### config.mk
export PLATFORM = sky130hd
export DESIGN_NAME = cpu_control_unit_flat
export DESIGN_NICKNAME = d
export VERILOG_FILES = /design/src/rtl/cpu_control_unit_pkg.sv /design/src/rtl/cpu_control_unit_if.sv /design/src/rtl/cpu_control_unit_pc_next_calc.sv /design/src/rtl/cpu_control_unit.sv /design/src/flat_wrapper.sv
export SDC_FILE = /design/constraint.sdc
export NUM_CORES = 1
export LEC_CHECK = 0
export CORE_MARGIN = 4
export CORE_UTILIZATION = 51
export DETAILED_ROUTE_END_ITERATION = 16
export GPL_TIMING_DRIVEN = 1
export PLACE_DENSITY = 0.82
export SYNTH_ARGS = -nofsm -noshare
export SYNTH_HDL_FRONTEND = slang
export SYNTH_SLANG_ARGS = --single-unit
### constraint.sdc
create_clock -name CLK -period 4.45 [get_ports CLK]
set_clock_uncertainty 0.1 [all_clocks]
set_input_delay 0.445 -clock CLK [delete_from_list [all_inputs] [get_ports CLK]]
set_output_delay 0.445 -clock CLK [all_outputs]
set_load 0.02 [all_outputs]
### src/rtl/cpu_control_unit_pkg.sv
// Shared types for the CPU control unit.
// Opcodes, ALU op codes and FSM state encoding.
package cpu_control_unit_pkg;

    typedef enum logic [1:0] {
        ST_RUN   = 2'b00,
        ST_STALL = 2'b01,
        ST_HALT  = 2'b10
    } state_t;

    typedef enum logic [2:0] {
        ALU_FWD = 3'b000,
        ALU_ADD = 3'b001,
        ALU_AND = 3'b010,
        ALU_OR  = 3'b011
    } alu_op_t;

    localparam logic [7:0] OP_LOADI = 8'h00;
    localparam logic [7:0] OP_MOV   = 8'h01;
    localparam logic [7:0] OP_ADD   = 8'h02;
    localparam logic [7:0] OP_SUB   = 8'h03;
    localparam logic [7:0] OP_AND   = 8'h04;
    localparam logic [7:0] OP_OR    = 8'h05;
    localparam logic [7:0] OP_J     = 8'h06;
    localparam logic [7:0] OP_BEQ   = 8'h07;

    function automatic logic is_legal(input logic [7:0] op);
        return op <= OP_BEQ;
    endfunction

endpackage

### src/rtl/cpu_control_unit_if.sv
// Bus between the control unit and its datapath neighbours.
// master = control unit, slave = fetch/regfile/ALU side.
interface cpu_control_unit_if #(
    parameter int PC_WIDTH       = 32,
    parameter int REG_ADDR_WIDTH = 3,
    parameter int DATA_WIDTH     = 8
);
    logic [31:0]               INSTRUCTION;
    logic                      ZERO;
    logic                      BUSYWAIT;
    logic [PC_WIDTH-1:0]       PC;
    logic [REG_ADDR_WIDTH-1:0] INADDRESS;
    logic [REG_ADDR_WIDTH-1:0] OUT1ADDRESS;
    logic [REG_ADDR_WIDTH-1:0] OUT2ADDRESS;
    logic [DATA_WIDTH-1:0]     IMMEDIATE;
    logic                      WRITE;
    logic [2:0]                ALUOP;
    logic                      MUXSEL_NEG;
    logic                      MUXSEL_IMM;
    logic                      HALTED;
    logic [15:0]               INSTR_COUNT;

    modport master (
        input  INSTRUCTION, ZERO, BUSYWAIT,
        output PC, INADDRESS, OUT1ADDRESS, OUT2ADDRESS,
        output IMMEDIATE, WRITE, ALUOP,
        output MUXSEL_NEG, MUXSEL_IMM, HALTED, INSTR_COUNT
    );

    modport slave (
        output INSTRUCTION, ZERO, BUSYWAIT,
        input  PC, INADDRESS, OUT1ADDRESS, OUT2ADDRESS,
        input  IMMEDIATE, WRITE, ALUOP,
        input  MUXSEL_NEG, MUXSEL_IMM, HALTED, INSTR_COUNT
    );
endinterface

### src/rtl/cpu_control_unit_pc_next_calc.sv
// Next-PC computation: PC+4, branch target, select.
// Purely combinational; reset is applied by the caller.
module pc_next_calc #(
    parameter int PC_WIDTH = 32
) (
    input  logic [PC_WIDTH-1:0] pc,
    input  logic [7:0]          offset,
    input  logic                take,
    input  logic                hold,
    output logic [PC_WIDTH-1:0] pc_next
);
    logic [PC_WIDTH-1:0] pc_plus4;
    logic [PC_WIDTH-1:0] off_ext;
    logic [PC_WIDTH-1:0] target;

    assign pc_plus4 = pc + PC_WIDTH'(4);
    assign off_ext  = {{(PC_WIDTH-8){offset[7]}}, offset} << 2;
    assign target   = pc_plus4 + off_ext;

    // Hold beats taken branch beats sequential fetch.
    always_comb begin
        pc_next = pc_plus4;
        if (hold)
            pc_next = pc;
        else if (take)
            pc_next = target;
    end
endmodule

### src/rtl/cpu_control_unit.sv
// CPU control unit: PC, decode, stall/halt FSM.
// Decode is combinational; PC, state and counter register on CLK.
module cpu_control_unit
    import cpu_control_unit_pkg::*;
#(
    parameter int              PC_WIDTH       = 32,
    parameter int              REG_ADDR_WIDTH = 3,
    parameter int              DATA_WIDTH     = 8,
    parameter logic [PC_WIDTH-1:0] RESET_PC   = '0
) (
    input logic CLK,
    input logic RESET,
    cpu_control_unit_if.master bus
);
    state_t              state_q;
    state_t              state_d;
    logic [PC_WIDTH-1:0] pc_q;
    logic [PC_WIDTH-1:0] pc_next;
    logic [15:0]         cnt_q;

    logic [7:0] op;
    logic       legal;
    logic       wr_op;
    logic       jump;
    logic       branch;
    logic       neg;
    logic       imm;
    alu_op_t    aluop;
    logic       take;
    logic       hold;
    logic       active;
    logic       retire;
    logic       unused_bits;

    assign op    = bus.INSTRUCTION[31:24];
    assign legal = is_legal(op);
    assign unused_bits = ^bus.INSTRUCTION[15:11];

    // Opcode decode into ALU and write controls.
    always_comb begin
        aluop  = ALU_FWD;
        neg    = 1'b0;
        imm    = 1'b0;
        wr_op  = 1'b0;
        jump   = 1'b0;
        branch = 1'b0;
        case (op)
            OP_LOADI: begin wr_op = 1'b1; imm = 1'b1; end
            OP_MOV:   begin wr_op = 1'b1; end
            OP_ADD:   begin wr_op = 1'b1; aluop = ALU_ADD; end
            OP_SUB:   begin
                wr_op = 1'b1;
                aluop = ALU_ADD;
                neg   = 1'b1;
            end
            OP_AND:   begin wr_op = 1'b1; aluop = ALU_AND; end
            OP_OR:    begin wr_op = 1'b1; aluop = ALU_OR; end
            OP_J:     begin jump = 1'b1; end
            OP_BEQ:   begin
                branch = 1'b1;
                aluop  = ALU_ADD;
                neg    = 1'b1;
            end
            default:  ;
        endcase
    end

    assign active = (state_q != ST_HALT) && !bus.BUSYWAIT && !RESET;
    assign retire = active && legal;
    assign take   = jump || (branch && bus.ZERO);
    assign hold   = (state_q == ST_HALT) || bus.BUSYWAIT || !legal;

    pc_next_calc #(.PC_WIDTH(PC_WIDTH)) u_pc_next (
        .pc      (pc_q),
        .offset  (bus.INSTRUCTION[23:16]),
        .take    (take),
        .hold    (hold),
        .pc_next (pc_next)
    );

    // Next-state logic; a pending stall masks an illegal opcode.
    always_comb begin
        state_d = state_q;
        case (state_q)
            ST_RUN, ST_STALL: begin
                if (bus.BUSYWAIT)
                    state_d = ST_STALL;
                else if (!legal)
                    state_d = ST_HALT;
                else
                    state_d = ST_RUN;
            end
            ST_HALT: state_d = ST_HALT;
            default: state_d = ST_RUN;
        endcase
    end

    // FSM state register.
    always_ff @(posedge CLK) begin
        if (RESET)
            state_q <= ST_RUN;
        else
            state_q <= state_d;
    end

    // PC register.
    always_ff @(posedge CLK) begin
        if (RESET)
            pc_q <= RESET_PC;
        else
            pc_q <= pc_next;
    end

    // Retired-instruction counter, wraps naturally.
    always_ff @(posedge CLK) begin
        if (RESET)
            cnt_q <= '0;
        else if (retire)
            cnt_q <= cnt_q + 16'd1;
    end

    assign bus.PC          = pc_q;
    assign bus.INADDRESS   = bus.INSTRUCTION[16 +: REG_ADDR_WIDTH];
    assign bus.OUT1ADDRESS = bus.INSTRUCTION[8 +: REG_ADDR_WIDTH];
    assign bus.OUT2ADDRESS = bus.INSTRUCTION[0 +: REG_ADDR_WIDTH];
    assign bus.IMMEDIATE   = bus.INSTRUCTION[0 +: DATA_WIDTH];
    assign bus.WRITE       = wr_op && active;
    assign bus.ALUOP       = aluop;
    assign bus.MUXSEL_NEG  = neg;
    assign bus.MUXSEL_IMM  = imm;
    assign bus.HALTED      = (state_q == ST_HALT);
    assign bus.INSTR_COUNT = cnt_q;
endmodule

### src/flat_wrapper.sv
// flat-port wrapper written by rule: the top's interface ports become plain ports
module cpu_control_unit_flat import cpu_control_unit_pkg::*;
#(
    parameter int              PC_WIDTH       = 32,
    parameter int              REG_ADDR_WIDTH = 3,
    parameter int              DATA_WIDTH     = 8,
    parameter logic [PC_WIDTH-1:0] RESET_PC   = '0
)
  (CLK, RESET, bus_INSTRUCTION, bus_ZERO, bus_BUSYWAIT, bus_PC, bus_INADDRESS, bus_OUT1ADDRESS, bus_OUT2ADDRESS, bus_IMMEDIATE, bus_WRITE, bus_ALUOP, bus_MUXSEL_NEG, bus_MUXSEL_IMM, bus_HALTED, bus_INSTR_COUNT);
  cpu_control_unit_if #(.PC_WIDTH(PC_WIDTH), .REG_ADDR_WIDTH(REG_ADDR_WIDTH), .DATA_WIDTH(DATA_WIDTH)) bus_i ();
  input logic CLK;
  input logic RESET;
  input wire logic [$bits(bus_i.INSTRUCTION)-1:0] bus_INSTRUCTION;
  input wire logic [$bits(bus_i.ZERO)-1:0] bus_ZERO;
  input wire logic [$bits(bus_i.BUSYWAIT)-1:0] bus_BUSYWAIT;
  output wire logic [$bits(bus_i.PC)-1:0] bus_PC;
  output wire logic [$bits(bus_i.INADDRESS)-1:0] bus_INADDRESS;
  output wire logic [$bits(bus_i.OUT1ADDRESS)-1:0] bus_OUT1ADDRESS;
  output wire logic [$bits(bus_i.OUT2ADDRESS)-1:0] bus_OUT2ADDRESS;
  output wire logic [$bits(bus_i.IMMEDIATE)-1:0] bus_IMMEDIATE;
  output wire logic [$bits(bus_i.WRITE)-1:0] bus_WRITE;
  output wire logic [$bits(bus_i.ALUOP)-1:0] bus_ALUOP;
  output wire logic [$bits(bus_i.MUXSEL_NEG)-1:0] bus_MUXSEL_NEG;
  output wire logic [$bits(bus_i.MUXSEL_IMM)-1:0] bus_MUXSEL_IMM;
  output wire logic [$bits(bus_i.HALTED)-1:0] bus_HALTED;
  output wire logic [$bits(bus_i.INSTR_COUNT)-1:0] bus_INSTR_COUNT;
  assign bus_i.INSTRUCTION = bus_INSTRUCTION;
  assign bus_i.ZERO = bus_ZERO;
  assign bus_i.BUSYWAIT = bus_BUSYWAIT;
  assign bus_PC = bus_i.PC;
  assign bus_INADDRESS = bus_i.INADDRESS;
  assign bus_OUT1ADDRESS = bus_i.OUT1ADDRESS;
  assign bus_OUT2ADDRESS = bus_i.OUT2ADDRESS;
  assign bus_IMMEDIATE = bus_i.IMMEDIATE;
  assign bus_WRITE = bus_i.WRITE;
  assign bus_ALUOP = bus_i.ALUOP;
  assign bus_MUXSEL_NEG = bus_i.MUXSEL_NEG;
  assign bus_MUXSEL_IMM = bus_i.MUXSEL_IMM;
  assign bus_HALTED = bus_i.HALTED;
  assign bus_INSTR_COUNT = bus_i.INSTR_COUNT;
  cpu_control_unit #(.PC_WIDTH(PC_WIDTH), .REG_ADDR_WIDTH(REG_ADDR_WIDTH), .DATA_WIDTH(DATA_WIDTH), .RESET_PC(RESET_PC)) u_core (.CLK(CLK), .RESET(RESET), .bus(bus_i));
endmodule
# == Yosys cells after proc, flatten, opt, wreduce, memory -nomap -nowiden ==
# Cells that the tools add are included.
# Widths: inputs -> output; s select.
# totals
register_bits,50
inputBits,36
out_inout_bits,72
wordCells,44
# classes
addsub,3
n_lt_le_gt_ge,1
eq_ne,10
mux,10
n_reduce_logical,17
# op_table
op,n
$add 32x3->32 const B,1
$add 32x32->32,1
$eq 8x3->1 const B,4
$mux 32,1
$add 16x1->16 const B,1
$eq 8x2->1 const B,2
$eq 8x1->1 const B,1
$le 8x3->1 const B,1
$logic_not 8->1,1
$pmux 2 s3,1
$reduce_or 6->1,1
$logic_and 1x1->1,5
$mux 1,5
$mux 2,2
$pmux 2 s2,1
$reduce_or 2->1,2
$logic_not 1->1,3
$logic_or 1x1->1,3
$reduce_or 3->1,1
$eq 2x1->1 const B,1
$eq 2x2->1 const B,1
$logic_not 2->1,1
$ne 2x2->1 const B,1

# == Logic depth before layout (Yosys ltp) ==
# Gate-level depths: netlist (run 1).
# logic_depth
word_depth,5
mapped_depth,17
depth_no_buf,16

# == Modules after synthesis ==
# A second synthesis (run 1) with hierarchy kept.
# hier_totals
cells_unflattened,641
hier_area_um2,4817.1
# by_module_without_submodules
module,instances,cells_each,area_each_um2,seq_area_each_um2
pc_next_calc,1,448,2900.3,0.0
cpu_control_unit,1,193,1916.8,1001.0

# == Least setup slack after synthesis (run 1) ==
# OpenSTA, ideal clock, no wires.
# synth_timing
path_kind,reg-to-reg
start,register u_core.pc_q[4] (netlist: u_core.bus.PC[4])
end,register u_core.pc_q[31] (netlist: u_core.bus.PC[31])
setup_time_ns,0.123
arrival_time_ns,3.711
path_slack_ns,0.516
path_stages_with_launch,18
path_buffers,1
synth_period_minus_slack_ns,3.934
path_cell_list,dfxtp_1 > and4_1 > nand3_1 > nor2_1 > and3_1 > nand3_1 > xnor2_1 > ha_1 > clkbuf_1 > nand3_1 > nor3_1 > a22oi_1 > o211ai_2 > a2111o_1 > a21oi_2 > a211o_1 > nand4_1 > mux2_1
# synth_between
elab_chain_len,3
# synth_rtl
element,line_no,source
from (decl),cpu_control_unit.sv:17,logic [PC_WIDTH-1:0] pc_q;
from (signal assigned),cpu_control_unit.sv:111,pc_q <= pc_next;
$add 32x3->32 (*),cpu_control_unit_pc_next_calc.sv:16,assign pc_plus4 = pc + PC_WIDTH'(4);
$add 32x32->32,cpu_control_unit_pc_next_calc.sv:18,assign target = pc_plus4 + off_ext;
$mux 32 (*),cpu_control_unit_pc_next_calc.sv:25,else if (take)
# Every way passes the cells marked *; elsewhere a longest branch is shown, timed or not.
# A chain may end at the register's enable or synchronous reset.

# == Worst setup path in the final report (run 1) ==
# layout_timing
start,register u_core.pc_q[5] (netlist: u_core.bus.PC[5])
end,register u_core.pc_q[31] (netlist: u_core.bus.PC[31])
# The elaborated chain is that of the path after synthesis.

==> results of run 1 <==
==> per-stage QoR <==
stage | utilization | instance area [um^2] | hold WS [ns] | power, W
2_1_floorplan | - | 4560 | 0.314 | 0.000548
3_3_place_gp | 0.604 | 5270 | 0.319 | 0.000571
3_5_place_dp | 0.604 | 5270 | 0.333 | 0.000574
4_1_cts | 0.617 | 5380 | 0.347 | 0.000915
5_1_grt | 0.619 | 5400 | 0.369 | 0.000949
6_report | 0.619 | 5400 | 0.342 | 0.000911
==> registers in the layout (all words and copies together) (netlist names) <==
signal / flops
u_core.bus.INSTR_COUNT: 16
u_core.bus.PC: 30
u_core.state_q: 2
==> how the worst min path moves through the flow <==
stage | slack, ns | cells after the start | from | end
4_1_cts | 0.35 | 1 | u_core.state_q[1] | u_core.state_q[0]
6_report | 0.34 | 1 | u_core.state_q[1] | u_core.state_q[0]
2_1_floorplan | 0.31 | 1 | u_core.state_q[1] | u_core.state_q[0]
3_5_place_dp | 0.33 | 1 | u_core.state_q[1] | u_core.state_q[0]
5_1_grt | 0.37 | 1 | u_core.state_q[1] | u_core.state_q[0]
3_3_place_gp | 0.32 | 1 | u_core.state_q[1] | u_core.state_q[0]
==> Yosys cell counts (3+ instances only) <==
library cell / count / area (um^2)
a21oi_1: 42 / 210
inv_1: 12 / 45.0
nor3_1: 11 / 55.1
buf_4: 20 / 150
and2_1: 3 / 18.8
mux2i_1: 4 / 40.0
a211o_1: 4 / 35.0
o21a_1: 4 / 30.0
o22ai_1: 6 / 37.5
nand4_1: 14 / 87.6
and3_1: 14 / 87.6
nor3b_1: 3 / 22.5
nand3b_1: 3 / 22.5
dfxtp_1: 48 / 961
a22oi_1: 6 / 45.0
o21ai_1: 4 / 20.0
a21o_1: 18 / 135
clkbuf_1: 23 / 86.3
nand2_1: 68 / 255
nand3_1: 29 / 145
or3_1: 9 / 56.3
a311oi_1: 8 / 70.1
xor2_1: 23 / 201
o21ai_0: 19 / 95.1
nor2b_1: 6 / 37.5
nor2_1: 60 / 225
a21oi_2: 3 / 26.3
ha_1: 38 / 475
xnor2_1: 33 / 289
a211oi_1: 8 / 60.1
a221oi_1: 5 / 43.8
==> final cells by class <==
cell class                      count  share of cell area
Multi-Input combinational cell    493               0.615
Sequential cell                    48               0.178
Timing Repair Buffer               85               0.152
Tap cell                          108              0.0250
Clock buffer                        5              0.0128
Clock inverter                      3             0.00858
Inverter                           12             0.00835
==> per-layer routing <==
| layer | track usage | share of wire | vias up | wire length (um) |
|---|---|---|---|---|
| li1 | - | - | 2227 | - |
| met1 | 0.292 | 0.43 | 2073 | 5200 |
| met2 | 0.380 | 0.48 | 138 | 5770 |
| met3 | 0.0321 | 0.066 | 21 | 787 |
| met4 | 0.0696 | 0.020 | 0 | 235 |
| met5 | 0 | 0 | - | 0 |
==> repair_timing <==
item | CTS | global route
hold buffers | 0 | 0
setup endpoints to repair | 0 | 3
resized for setup | 0 | 4
==> critical path: stages (launching register included) <==
cell      delay, ns
dfxtp_1        0.43
and4_1         0.33
and2_1         0.26
nand2_1        0.18
nor3_1         0.27
xor2_1         0.24
ha_1           0.36
nand3_1        0.15
nor3_1         0.07
a22oi_1        0.19
o211ai_2       0.17
a2111o_1       0.46
a21oi_2        0.27
a211o_1        0.14
nand4_1        0.09
mux2_1         0.32
==> kinds of logic after synthesis <==
family	Yosys count	share of synthesized area
other cells	1	0.000824
xor+xnor	56	0.108
mux	5	0.0113
buf+inv	57	0.0638
compound gates	149	0.225
simple gates	241	0.271
flops	48	0.211
fa+ha+maj	39	0.109
==> power groups by stage <==
stage / Combinational (W) / Sequential, W / Clock, W
after global placement: 0.000125 / 0.000445 / 0
after CTS: 0.000130 / 0.000435 / 0.000350
final: 0.000130 / 0.000435 / 0.000345
after global routing: 0.000143 / 0.000436 / 0.000370
after detailed placement: 0.000129 / 0.000445 / 0
after floorplan: 0.000102 / 0.000446 / 0
==> flow_metrics.env, run 1 <==
export IMPL_ir_drop_mv=0.138
export IMPL_routed_wl_um=12000
export IMPL_power_density_nw_per_um2=169
export IMPL_via_per_inst=5.91
export IMPL_p_sw_frac=0.278
export IMPL_p_comb_frac=0.143
export IMPL_synth_async_reset_ratio=0
export IMPL_grt_pass1_wl_um=19200
export IMPL_synth_edf_count=0
export IMPL_clock_sinks=48
export IMPL_startpoint="u_core.bus.PC[5]"
export IMPL_fin_ws_ns=0.316
export IMPL_multi_input_comb_area_um2=3320
export IMPL_routedWlPerCell_um=15.9
export IMPL_final_common_cell="clkdlybuf4s50_1"
export IMPL_chipHeight_um=102
export IMPL_final_cell_mix="clkdlybuf4s50_1 (73), nand2_1 (68), nor2_1 (59)"
export IMPL_ant_nets=0
export IMPL_initial_utilization=0.522
export IMPL_power_switching_w=0.000253
export IMPL_reg2reg_slack_ns=0.32
export IMPL_diodes=0
export IMPL_crit_path_end_kind="flip-flop"
export IMPL_clk_pin_slew_ns=0.10
export IMPL_hold_viol=0
export IMPL_final_nets=720
export IMPL_gp_congestion=0.937
export IMPL_clock_power_share=0.379
export IMPL_layout_min_cycle_time_ns=4.13
export IMPL_rr_worst_depth=15
export IMPL_hpwl_um=8830
export IMPL_fmax_ghz=0.242
export IMPL_ios=108
export IMPL_syn_to_final_growth_pct=18.6
export IMPL_path_class="flip-flop to flip-flop"
export IMPL_crit_required_ns=4.56
export IMPL_place_inst=746
export IMPL_rr_endpoint="u_core.bus.PC[31]"
export IMPL_finalCritPeriodShare=0.929
export IMPL_synth_distinct_cells=71
export IMPL_via_count=4459
export IMPL_htreeDepth=2
export IMPL_cts_buffers=5
export IMPL_grt_max_degree=53
export IMPL_start_kind="flip-flop"
export IMPL_finalNonFillerCells=754
export IMPL_postCtsSetupBuffers=0
export IMPL_yosysSeqAreaShare=0.211
export IMPL_critPathArrivalTime_ns=4.24
export IMPL_crit_fanout=8
export IMPL_cts_root_buf="clkbuf_8"
export IMPL_finalSetupViolations=0
export IMPL_drive_gt1_frac=0.0712
export IMPL_grt_overflow=0
export IMPL_dieWidth_um=102
export IMPL_max_slew_margin=0.285
export IMPL_syn_inst=596
export IMPL_num_rows=34
export IMPL_worst_pin_slew_ns=1.07
export IMPL_hp_class="flip-flop to flip-flop"
export IMPL_gr_usage_all_layers=0.224
export IMPL_fillers=768
export IMPL_dr_pass1_iters=5
export IMPL_netlist_area_um2=4550
export IMPL_outcome="complete, no violations"
export IMPL_first_global_vias=4155
export IMPL_register_area_um2=962
export IMPL_syn_area_per_cell_um2=7.64
export IMPL_intPower_w=0.000657
export IMPL_slew_viol_final=0
export IMPL_synth_seq_cells=48
export IMPL_antenna_found_initial=0
export IMPL_pwr_share_seq=0.478
export IMPL_cts_buffer_depth=2
export IMPL_cts_tree="built"
export IMPL_dieArea_um2=10500
export IMPL_port_buffers=74
export IMPL_clock_latency_ns=0.32
export IMPL_drt_iter0_markers=219
export IMPL_drcViolationCount=0
export IMPL_leakagePower_nw=2.16
export IMPL_regToRegStartpoint="u_core.bus.PC[5]"
export IMPL_cap_viol_max_count=0
export IMPL_pre_cts_slack_ns=0.315
export IMPL_coreArea_um2=8720
export IMPL_yosysWarnings=0
export IMPL_setup_worst_path_end="u_core.bus.PC[31]"
export IMPL_fin_setup_tns_ns=0
export IMPL_ys_flop_type="dfxtp_1"
Power figures use the tool's default switching activity.
==> inputs of run 2 (changes only) <==
- CORE_ASPECT_RATIO: not set -> 2
==> flow_metrics.env, run 2 (same netlist as run 1, synthesis figures left out) <==
export IMPL_grt_pass1_wl_um=22100
export IMPL_grt_met3_usage=0.0362
export IMPL_top_usage_layer="met2"
export IMPL_fin_setup_tns_ns=0
export IMPL_grt_overflow=0
export IMPL_final_nets=722
export IMPL_slew_viol_final=0
export IMPL_via_count=4595
export IMPL_cts_root_buf="clkbuf_16"
export IMPL_cts_buffer_depth=2
export IMPL_cap_viol_max_count=0
export IMPL_worst_pin_slew_ns=0.692
export IMPL_chipHeight_um=142
export IMPL_grt_max_degree=53
export IMPL_drive_gt1_frac=0.0710
export IMPL_outcome="complete, no violations"
export IMPL_antenna_found_initial=0
export IMPL_critPathArrivalTime_ns=4.19
export IMPL_htreeDepth=2
export IMPL_routed_wl_um=13300
export IMPL_num_rows=48
export IMPL_path_buf_inv=0
export IMPL_rsz0062_at_grt="no"
export IMPL_clock_latency_ns=0.30
export IMPL_crit_required_ns=4.54
export IMPL_crit_path_end_kind="flip-flop"
export IMPL_clock_sinks=48
export IMPL_crit_fanout=7
export IMPL_path_class="flip-flop to flip-flop"
export IMPL_leakagePower_nw=2.20
export IMPL_power_density_nw_per_um2=185
export IMPL_first_global_vias=4686
export IMPL_routedWlPerCell_um=17.8
export IMPL_ir_drop_mv=0.147
export IMPL_hp_class="flip-flop to flip-flop"
export IMPL_max_slew_margin=0.537
export IMPL_layout_min_cycle_time_ns=4.11
export IMPL_grt_util_met2=0.489
export IMPL_diodes=0
export IMPL_initial_utilization=0.526
export IMPL_gp_congestion=0.920
export IMPL_dieWidth_um=74.8
export IMPL_fmax_ghz=0.244
export IMPL_cts_hold_buf=0
export IMPL_via_per_inst=6.14
export IMPL_syn_to_final_growth_pct=19.6
export IMPL_port_buffers=74
export IMPL_dr_pass1_iters=5
export IMPL_ant_nets=0
export IMPL_finalSetupViolations=0
export IMPL_drt_iter0_markers=357
export IMPL_ios=108
export IMPL_drcViolationCount=0
export IMPL_met1_usage=0.268
export IMPL_cts_tree="built"
export IMPL_slowest_stage="a2111o_1"
export IMPL_p_total_w=0.00101
export IMPL_pre_cts_slack_ns=0.380
export IMPL_cts_buffers=5
export IMPL_cp_cell_sequence="and4_1, nand3_1, nor2_2, and3_1, nand3_1, xnor2_1, ha_1, nand3_1, nor3_1, a22oi_1, o211ai_2, a2111o_1, a21oi_2, a211o_1, nand4_1, mux2_1"
export IMPL_dieArea_um2=10600
export IMPL_hpwl_um=10100
export IMPL_clk_pin_slew_ns=0.07
export IMPL_slowest_delay_ns=0.45
export IMPL_finalCritPeriodShare=0.923
export IMPL_cp_top_family="simple AND/OR/NAND/NOR gates"
export IMPL_fin_ws_ns=0.344
export IMPL_coreArea_um2=8650
export IMPL_final_cell_mix="clkdlybuf4s50_1 (73), nand2_1 (68), nor2_1 (59)"
export IMPL_hold_viol=0
export IMPL_gr_usage_all_layers=0.262
export IMPL_largest_reg_flops=30
export IMPL_cpMostUsedCell="nand3_1"
export IMPL_start_kind="flip-flop"
export IMPL_final_common_cell="clkdlybuf4s50_1"
## run 2: changes by cell type in the layout (fill, tap and decap cells not counted), sizes merged
cell	before	now
buf	12	14
inv	13	12
clkinv	0	1
clkbuf	5	6
clkinvlp	1	0
## run 2: final cells by class
cell class	instances	area, um^2
clock inverters	2	35.0
clock buffers	6	129
repair buffers	87	833
fillers	779	3200
multi-input cells	493	3320
flip-flops and latches	48	961
inverters	12	45.0
well taps	100	125
## run 2: timing repair
item / in CTS / in global routing
endpoints found under the setup margin: 0 / 2
gates resized for setup: 0 / 2
endpoints found under the hold margin: 0 / 0
setup buffers: 0 / 0
## run 2: final timing paths
kind | startpoint | end | slack, ns | depth (start not counted)
setup / recovery | u_core.bus.PC[6] | u_core.bus.PC[31] | 0.34 | 16
hold / removal | u_core.state_q[1] | u_core.state_q[0] | 0.35 | 1
setup reg to reg | u_core.bus.PC[6] | u_core.bus.PC[31] | 0.34 | 16
hold reg to reg | u_core.state_q[1] | u_core.state_q[0] | 0.35 | 1
## run 2: per-stage QoR
step                      std cells  instance area, um^2   util  hold slack, ns
final                           748                 5440  0.629           0.354
after floorplan                 598                 4560      -           0.314
after CTS                       748                 5440  0.629           0.353
after global routing            748                 5440  0.629           0.387
after detailed placement        740                 5270  0.610           0.343
after global placement          740                 5270  0.610           0.320
## run 2: layer usage
metal  vias to the layer above  routed length, um
met5                         -                  0
met4                         0                553
met3                        42                580
met2                       145               7390
met1                      2174               4780
li1                       2234                  -
## run 2: where the power goes
group / internal, W / switching [W]
Combinational: 0.0000553 / 0.0000779
Sequential: 0.000432 / 0.00000318
Clock: 0.000265 / 0.000174
